## src/rtl/sdram_stream_reader.sv

```systemverilog
// Streams LENGTH words from the sdram front-end read port
// into a small FIFO exposed as a valid/ready stream.
module sdram_stream_reader #(
  parameter int ADDR_W      = 24,
  parameter int DATA_W      = 16,
  parameter int LEN_W       = 16,
  parameter int FIFO_DEPTH  = 8,
  parameter int ACK_TIMEOUT = 1023
) (
  input  logic              clk,
  input  logic              rst,
  input  logic              start,
  input  logic [ADDR_W-1:0] start_addr,
  input  logic [LEN_W-1:0]  length,
  input  logic              abort,
  output logic              busy,
  output logic              done,
  output logic              err,
  output logic [ADDR_W-1:0] mem_address,
  output logic              mem_read_req,
  input  logic              mem_read_ack,
  input  logic [DATA_W-1:0] mem_data,
  output logic [DATA_W-1:0] out_data,
  output logic              out_valid,
  input  logic              out_ready
);

  localparam int PW = $clog2(FIFO_DEPTH);
  localparam int CW = PW + 1;
  localparam int TW = $clog2(ACK_TIMEOUT + 1);

  typedef enum logic [2:0] {
    IDLE,
    ISSUE,
    WAIT_ACK,
    WAIT_REL,
    FINISH
  } state_t;

  state_t            state;
  logic [DATA_W-1:0] fifo_mem [FIFO_DEPTH];
  logic [PW-1:0]     wr_ptr;
  logic [PW-1:0]     rd_ptr;
  logic [CW-1:0]     count;
  logic              reserved;
  logic [ADDR_W-1:0] addr;
  logic [LEN_W-1:0]  remaining;
  logic [TW-1:0]     tmo;

  logic push;
  logic pop;
  logic slot_free;
  logic tmo_hit;

  // Only one handshake is ever in flight, so the
  // reserved slot is always the one at wr_ptr.
  assign push      = (state == WAIT_ACK) && mem_read_ack;
  assign pop       = out_valid && out_ready;
  assign out_valid = (count != '0);
  assign out_data  = fifo_mem[rd_ptr];
  assign slot_free = (count + CW'(reserved))
                     < CW'(FIFO_DEPTH);
  assign tmo_hit   = (tmo == TW'(ACK_TIMEOUT - 1));

  always_ff @(posedge clk) begin
    if (push) begin
      fifo_mem[wr_ptr] <= mem_data;
    end
  end

  always_ff @(posedge clk) begin
    if (rst) begin
      wr_ptr <= '0;
      rd_ptr <= '0;
      count  <= '0;
    end else begin
      if (push) begin
        wr_ptr <= wr_ptr + PW'(1);
      end
      if (pop) begin
        rd_ptr <= rd_ptr + PW'(1);
      end
      if (push && !pop) begin
        count <= count + CW'(1);
      end else if (pop && !push) begin
        count <= count - CW'(1);
      end
    end
  end

  always_ff @(posedge clk) begin
    if (rst) begin
      state        <= IDLE;
      busy         <= 1'b0;
      done         <= 1'b0;
      err          <= 1'b0;
      mem_read_req <= 1'b0;
      mem_address  <= '0;
      addr         <= '0;
      remaining    <= '0;
      reserved     <= 1'b0;
      tmo          <= '0;
    end else begin
      done <= 1'b0;
      unique case (state)
        IDLE: begin
          if (start) begin
            addr      <= start_addr;
            remaining <= length;
            err       <= 1'b0;
            busy      <= 1'b1;
            if (length == '0) begin
              state <= FINISH;
            end else begin
              state <= ISSUE;
            end
          end
        end
        ISSUE: begin
          if (abort) begin
            state <= FINISH;
          end else if (slot_free) begin
            mem_address  <= addr;
            mem_read_req <= 1'b1;
            reserved     <= 1'b1;
            tmo          <= '0;
            state        <= WAIT_ACK;
          end
        end
        WAIT_ACK: begin
          if (mem_read_ack) begin
            mem_read_req <= 1'b0;
            reserved     <= 1'b0;
            tmo          <= '0;
            state        <= WAIT_REL;
          end else if (tmo_hit) begin
            mem_read_req <= 1'b0;
            reserved     <= 1'b0;
            err          <= 1'b1;
            state        <= FINISH;
          end else begin
            tmo <= tmo + TW'(1);
          end
        end
        WAIT_REL: begin
          if (!mem_read_ack) begin
            addr      <= addr + ADDR_W'(1);
            remaining <= remaining - LEN_W'(1);
            if (remaining == LEN_W'(1) || abort) begin
              state <= FINISH;
            end else begin
              state <= ISSUE;
            end
          end else if (tmo_hit) begin
            err   <= 1'b1;
            state <= FINISH;
          end else begin
            tmo <= tmo + TW'(1);
          end
        end
        FINISH: begin
          busy  <= 1'b0;
          done  <= 1'b1;
          state <= IDLE;
        end
        default: state <= IDLE;
      endcase
    end
  end

endmodule

```

## config.mk

```make
export PLATFORM = sky130hd
export DESIGN_NAME = sdram_stream_reader
export DESIGN_NICKNAME = d
export VERILOG_FILES = /design/src/rtl/sdram_stream_reader.sv
export SDC_FILE = /design/constraint.sdc
export NUM_CORES = 1
export LEC_CHECK = 0
export CAP_MARGIN = 10
export CORE_UTILIZATION = 56
export CTS_CLUSTER_SIZE = 25
export DETAILED_ROUTE_END_ITERATION = 16
export PLACE_DENSITY = 0.79
export SKIP_LAST_GASP = 1
export SYNTH_ARGS = -nofsm -noshare
export SYNTH_HDL_FRONTEND = slang
export SYNTH_SLANG_ARGS = --single-unit
```

## constraint.sdc

```tcl
create_clock -name clk -period 4.48 [get_ports clk]
set_clock_uncertainty 0.05 [all_clocks]
set_input_delay 0.672 -clock clk [delete_from_list [all_inputs] [get_ports clk]]
set_output_delay 0.672 -clock clk [all_outputs]
set_load 0.1 [all_outputs]
```

After elaboration in Yosys (flattened, before gate mapping)

Memories as Yosys holds them, arrays and structs flattened. A register that Yosys moved wholly into a read port is not among the register bits.
Cells that the tools add are included.
Widths: inputs -> output; s select.

Register bits after elaboration: 91
Memory bits (writable): 128
Input port bits: 62
Output and inout bits: 45
Logic and storage cells: 100
Memories: 1

Memory list:

| name     | depth | width | rd ports | clocked after memory_dff | wr ports | line | source |
|---|---|---|---|---|---|---|---|
| fifo_mem | 8     | 16    | 1        | 1                        | 1        | 41   | `logic [DATA_W-1:0] fifo_mem [FIFO_DEPTH];` |

Add/sub/neg operators: 8
Magnitude comparators: 1
Equality and inequality tests: 14
Multiplexer cells: 40
Bitwise logic cells: 1
Reductions and logical operators: 23

Operators with widths:

| cell                  | count |
|---|---|
| $mux 10               | 5 |
| $mux 24               | 2 |
| $pmux 24 s2           | 1 |
| $mux 16               | 2 |
| $pmux 16 s2           | 1 |
| $mux 3                | 10 |
| $pmux 10 s3           | 1 |
| $add 24x1->24 const B | 1 |
| $eq 16x1->1 const B   | 1 |
| $logic_not 16->1      | 1 |
| $sub 16x1->16 const B | 1 |
| $mux 1                | 12 |
| $ne 2x2->1 const B    | 6 |
| $pmux 3 s4            | 1 |
| $reduce_and 4->1      | 3 |
| $add 10x1->10 const B | 1 |
| $eq 10x10->1 const B  | 1 |
| $mux 4                | 2 |
| $reduce_bool 2->1     | 4 |
| $add 3x1->3 const B   | 2 |
| $eq 3x2->1 const B    | 2 |
| $ne 3x3->1 const B    | 2 |
| $reduce_and 3->1      | 2 |
| $reduce_bool 3->1     | 2 |
| 15 further kinds      | 21 |

Logic depth before layout (Yosys ltp)

Depth after elaboration: 6
Gate-level depth with buffers: 12
Gate-level depth less buffers: 12

Worst setup path before layout

OpenSTA, ideal clock, no wires.

Path type: input to register
From: input mem_read_ack
To: memory fifo_mem[2][0] (enable)
Setup time: 0.436 ns
Arrival time: 2.883 ns
Data required time: 3.994 ns
Path slack: 1.111 ns
Stages on the path: 3
Path buffers: 1
Cell sequence: clkbuf_1 -> nand2_1 -> nor4b_1

Word-level cells in the longest chain between the ends: 3

Ends and longest elaborated chain:

| what                         | line | source |
|---|---|---|
| from (decl)                  | 21   | `input logic mem_read_ack,` |
| $logic_and 1x1->1            | 57   | `assign push = (state == WAIT_ACK) && mem_read_ack;` |
| $mux 1                       | 66   | `if (push) begin` |
| $mux 1 (not written as such) | 67   | `fifo_mem[wr_ptr] <= mem_data;` |
| to (decl)                    | 41   |  |

No other way between the ends.

==> flow_summary.ini <==
[route]
wl_met1_mm = 9.48
wl_met3_mm = 1.44
wl_met2_mm = 10.8
vias = 7040
drt_first_pass_iters = 5
drc_errors = 0
drt_iter0_markers = 565
highest_layer = met4
wl_per_cell_um = 19.2
viasPerCell = 6.11
routed_wl_mm = 22.1
antenna_left = 0

[cells_and_area]
area_growth_pct = 21.0
final_cell_mix = 128 x edfxtp_1, 105 x clkdlybuf4s50_1, 99 x nand2_1
insertedDiodeCount = 0
final_common_cell = edfxtp_1
final_net_count = 991
postLayoutCoreUtil_pct = 70.1
drive_gt1_share_pct = 12.6
final_cells = 1153

[pwr]
p_int_mw = 3.88
worst_ir_drop_vdd_uv = 710
swShare_pct = 33.1
power_density_mw_per_mm2 = 496
p_seq_share_pct = 41.1
switchingPower_mw = 1.92
clock_power_share_pct = 30.5
pwr-share-comb_pct = 28.3
p_leak_nw = 3.88

[die]
die_w_um = 133
dieHeight_um = 133
ios = 107
start_util_pct = 57.9
die_area_sq_mm = 0.0178
design.core.area_sq_mm = 0.0167
num_rows = 47

[hold_path]
hp-start = mem_address[0]$_SDFFE_PP0P_
holdCritPathClass = reg2reg

[clock_tree]
tritoncts = built
ctsHoldBuffers = 0
clk_latency_ns = 0.50
clk_path_buf_depth = 3
clock_sinks = 222
cts_inserted_buffers = 23
cts-htree-levels = 1
path_clk_slew_ns = 0.06
postCtsSetupRepairBufs = 0
cts-root-buf = clkbuf_16
cts_resized = 0

[grt]
grt_first_pass_wirelength_mm = 35.4
grt_pass1_vias = 6672
grtUsageTotal_pct = 25.3
grt_max_degree = 46
grt_overflow_total = 0
antenna_found_initial = 0

[yosys]
avgSynthCellArea_sq_um = 11.8
ys.flop_type = edfxtp_1
synth_top_cell_by_area = edfxtp_1
synth_area_sq_mm = 0.00967
syn_inst = 819
synth_edf_count = 128
ys_warn_count = 0
synth_top_area_share_pct = 39.8
synthDistinctLibCells = 59
synth_nets = 892
synth_async_sr_flop_share_pct = 0
ys_seq_elements = 222
ys_top_cells_by_area = edfxtp_1 40%, dfxtp_1 19%, mux4_2 7.5%
synth_seq_area_share_pct = 59.2

[placement]
gp_congestion = 0.893
hpwlAfterDp_mm = 14.1
port_buffers = 106
dp_cells = 1113

[setup_path]
max_stage_delay_ns = 0.97
path_buf_inv = 2
path_delay_family = buffers and inverters
crit_chain = buf_4 -> mux4_2 -> mux2_2 -> clkdlybuf4s50_1
crit_fanout = 32
worstSetupStartpointType = flop
required_ns = 3.76
crit_slowest_cell = clkdlybuf4s50_1
crit_type = reg2out
worstPathArrival_ns = 3.23
critPathCaptureType = primary output
r2r_start = state[1]$_SDFFE_PP0P_

[status]
outcome = finished clean

[sta]
hold_violations = 0
post-route-min-period_ns = 3.95
tns_ns = 0
max_freq_mhz = 253
slew_headroom_pct = 29.7
report.final.slew_viol_count = 0
grt_setup_unrepaired = no
worst_slew_pin_slew_ns = 1.05
setup_viol = 0
post-route-period-util_pct = 88.1

[job]
drv_cap = 0
layer usage:
metal | global-route usage (%) | up-vias
li1 | - | 3317
met5 | 0 | -
met2 | 41.9 | 270
met1 | 35.7 | 3428
met3 | 3.54 | 25
met4 | 5.74 | 0
synth_stat cells, types with 6 or more instances:
cell,instances
edfxtp_1,128
nand2_1,99
dfxtp_1,94
a21oi_1,59
nor2_1,50
clkbuf_1,43
o21ai_0,37
mux4_2,32
nand3_1,30
nor3_1,19
nor4_1,19
a211oi_1,16
mux2_2,16
inv_1,12
nand4_1,11
ha_1,10
nand2b_1,10
a31oi_1,9
mux2i_1,9
and3_1,8
o22ai_1,7
a2bb2oi_1,6
or3_1,6
final timing paths:
| check | slack, ns | cells past startpoint | endpoint |
|---|---|---|---|
| max | 0.53 | 4 | out_data[3] |
| min | 0.41 | 2 | mem_address[0]$_SDFFE_PP0P_ |
| max reg2reg | 1.52 | 12 | count[3]$_SDFFE_PP0P_ |
| min reg2reg | 0.41 | 2 | mem_address[0]$_SDFFE_PP0P_ |
cells by family after synthesis:
group / synth area share [%]
xor+xnor: 0.906
flops: 59.2
fa+ha+maj: 1.61
compound gates: 11.2
simple gates: 14.2
buf+inv: 2.55
mux: 10.3
power by group through the flow:
stage / Sequential (mW) / Clock [mW] / Combinational, mW
2_1_floorplan: 2.46 / 0 / 1.22
3_3_place_gp: 2.42 / 0 / 1.61
3_5_place_dp: 2.43 / 0 / 1.64
4_1_cts: 2.38 / 1.80 / 1.65
5_1_grt: 2.40 / 1.88 / 1.75
6_report: 2.39 / 1.77 / 1.64
state kept, by name (all words and copies together), names as in the netlist, 3 cells and up, named ones only:
signal / count
addr: 24
count: 4
fifo_mem: 128
mem_address: 24
rd_ptr: 3
remaining: 16
state: 3
tmo: 10
wr_ptr: 3
worst register-to-register path, stage by stage (launching register included):
cell and delay, ns:
dfxtp_1 0.61, nand2b_1 0.15, nor2_1 0.20, nand2_1 0.20, inv_2 0.20, ha_1 0.23, inv_1 0.10, ha_1 0.28
a21o_1 0.17, a21oi_1 0.17, xnor2_1 0.09, or3_1 0.30, a21oi_1 0.13
per-stage QoR:
| step | setup slack [ns] | area [sq um] | power [mW] | hold WS (ns) |
|---|---|---|---|---|
| finish | 0.532 | 11700 | 5.80 | 0.405 |
| global route | 0.403 | 11700 | 6.03 | 0.422 |
| CTS | 0.480 | 11700 | 5.84 | 0.406 |
| detailed placement | 1.04 | 11000 | 4.06 | 0.398 |
| global placement | 1.11 | 11000 | 4.03 | 0.392 |
| floorplan | 1.11 | 9670 | 3.68 | 0.391 |
final cells by class:
| type | count | area (sq um) |
|---|---|---|
| timing repair buffer | 125 | 1210 |
| fill | 1184 | 5000 |
| multi-input combinational | 533 | 3730 |
| tap | 220 | 275 |
| sequential | 222 | 5730 |
| inverter | 13 | 48.8 |
| clock buffer | 31 | 626 |
| clock inverter | 9 | 77.6 |
No activity file was read; power rests on OpenSTA's default activity.
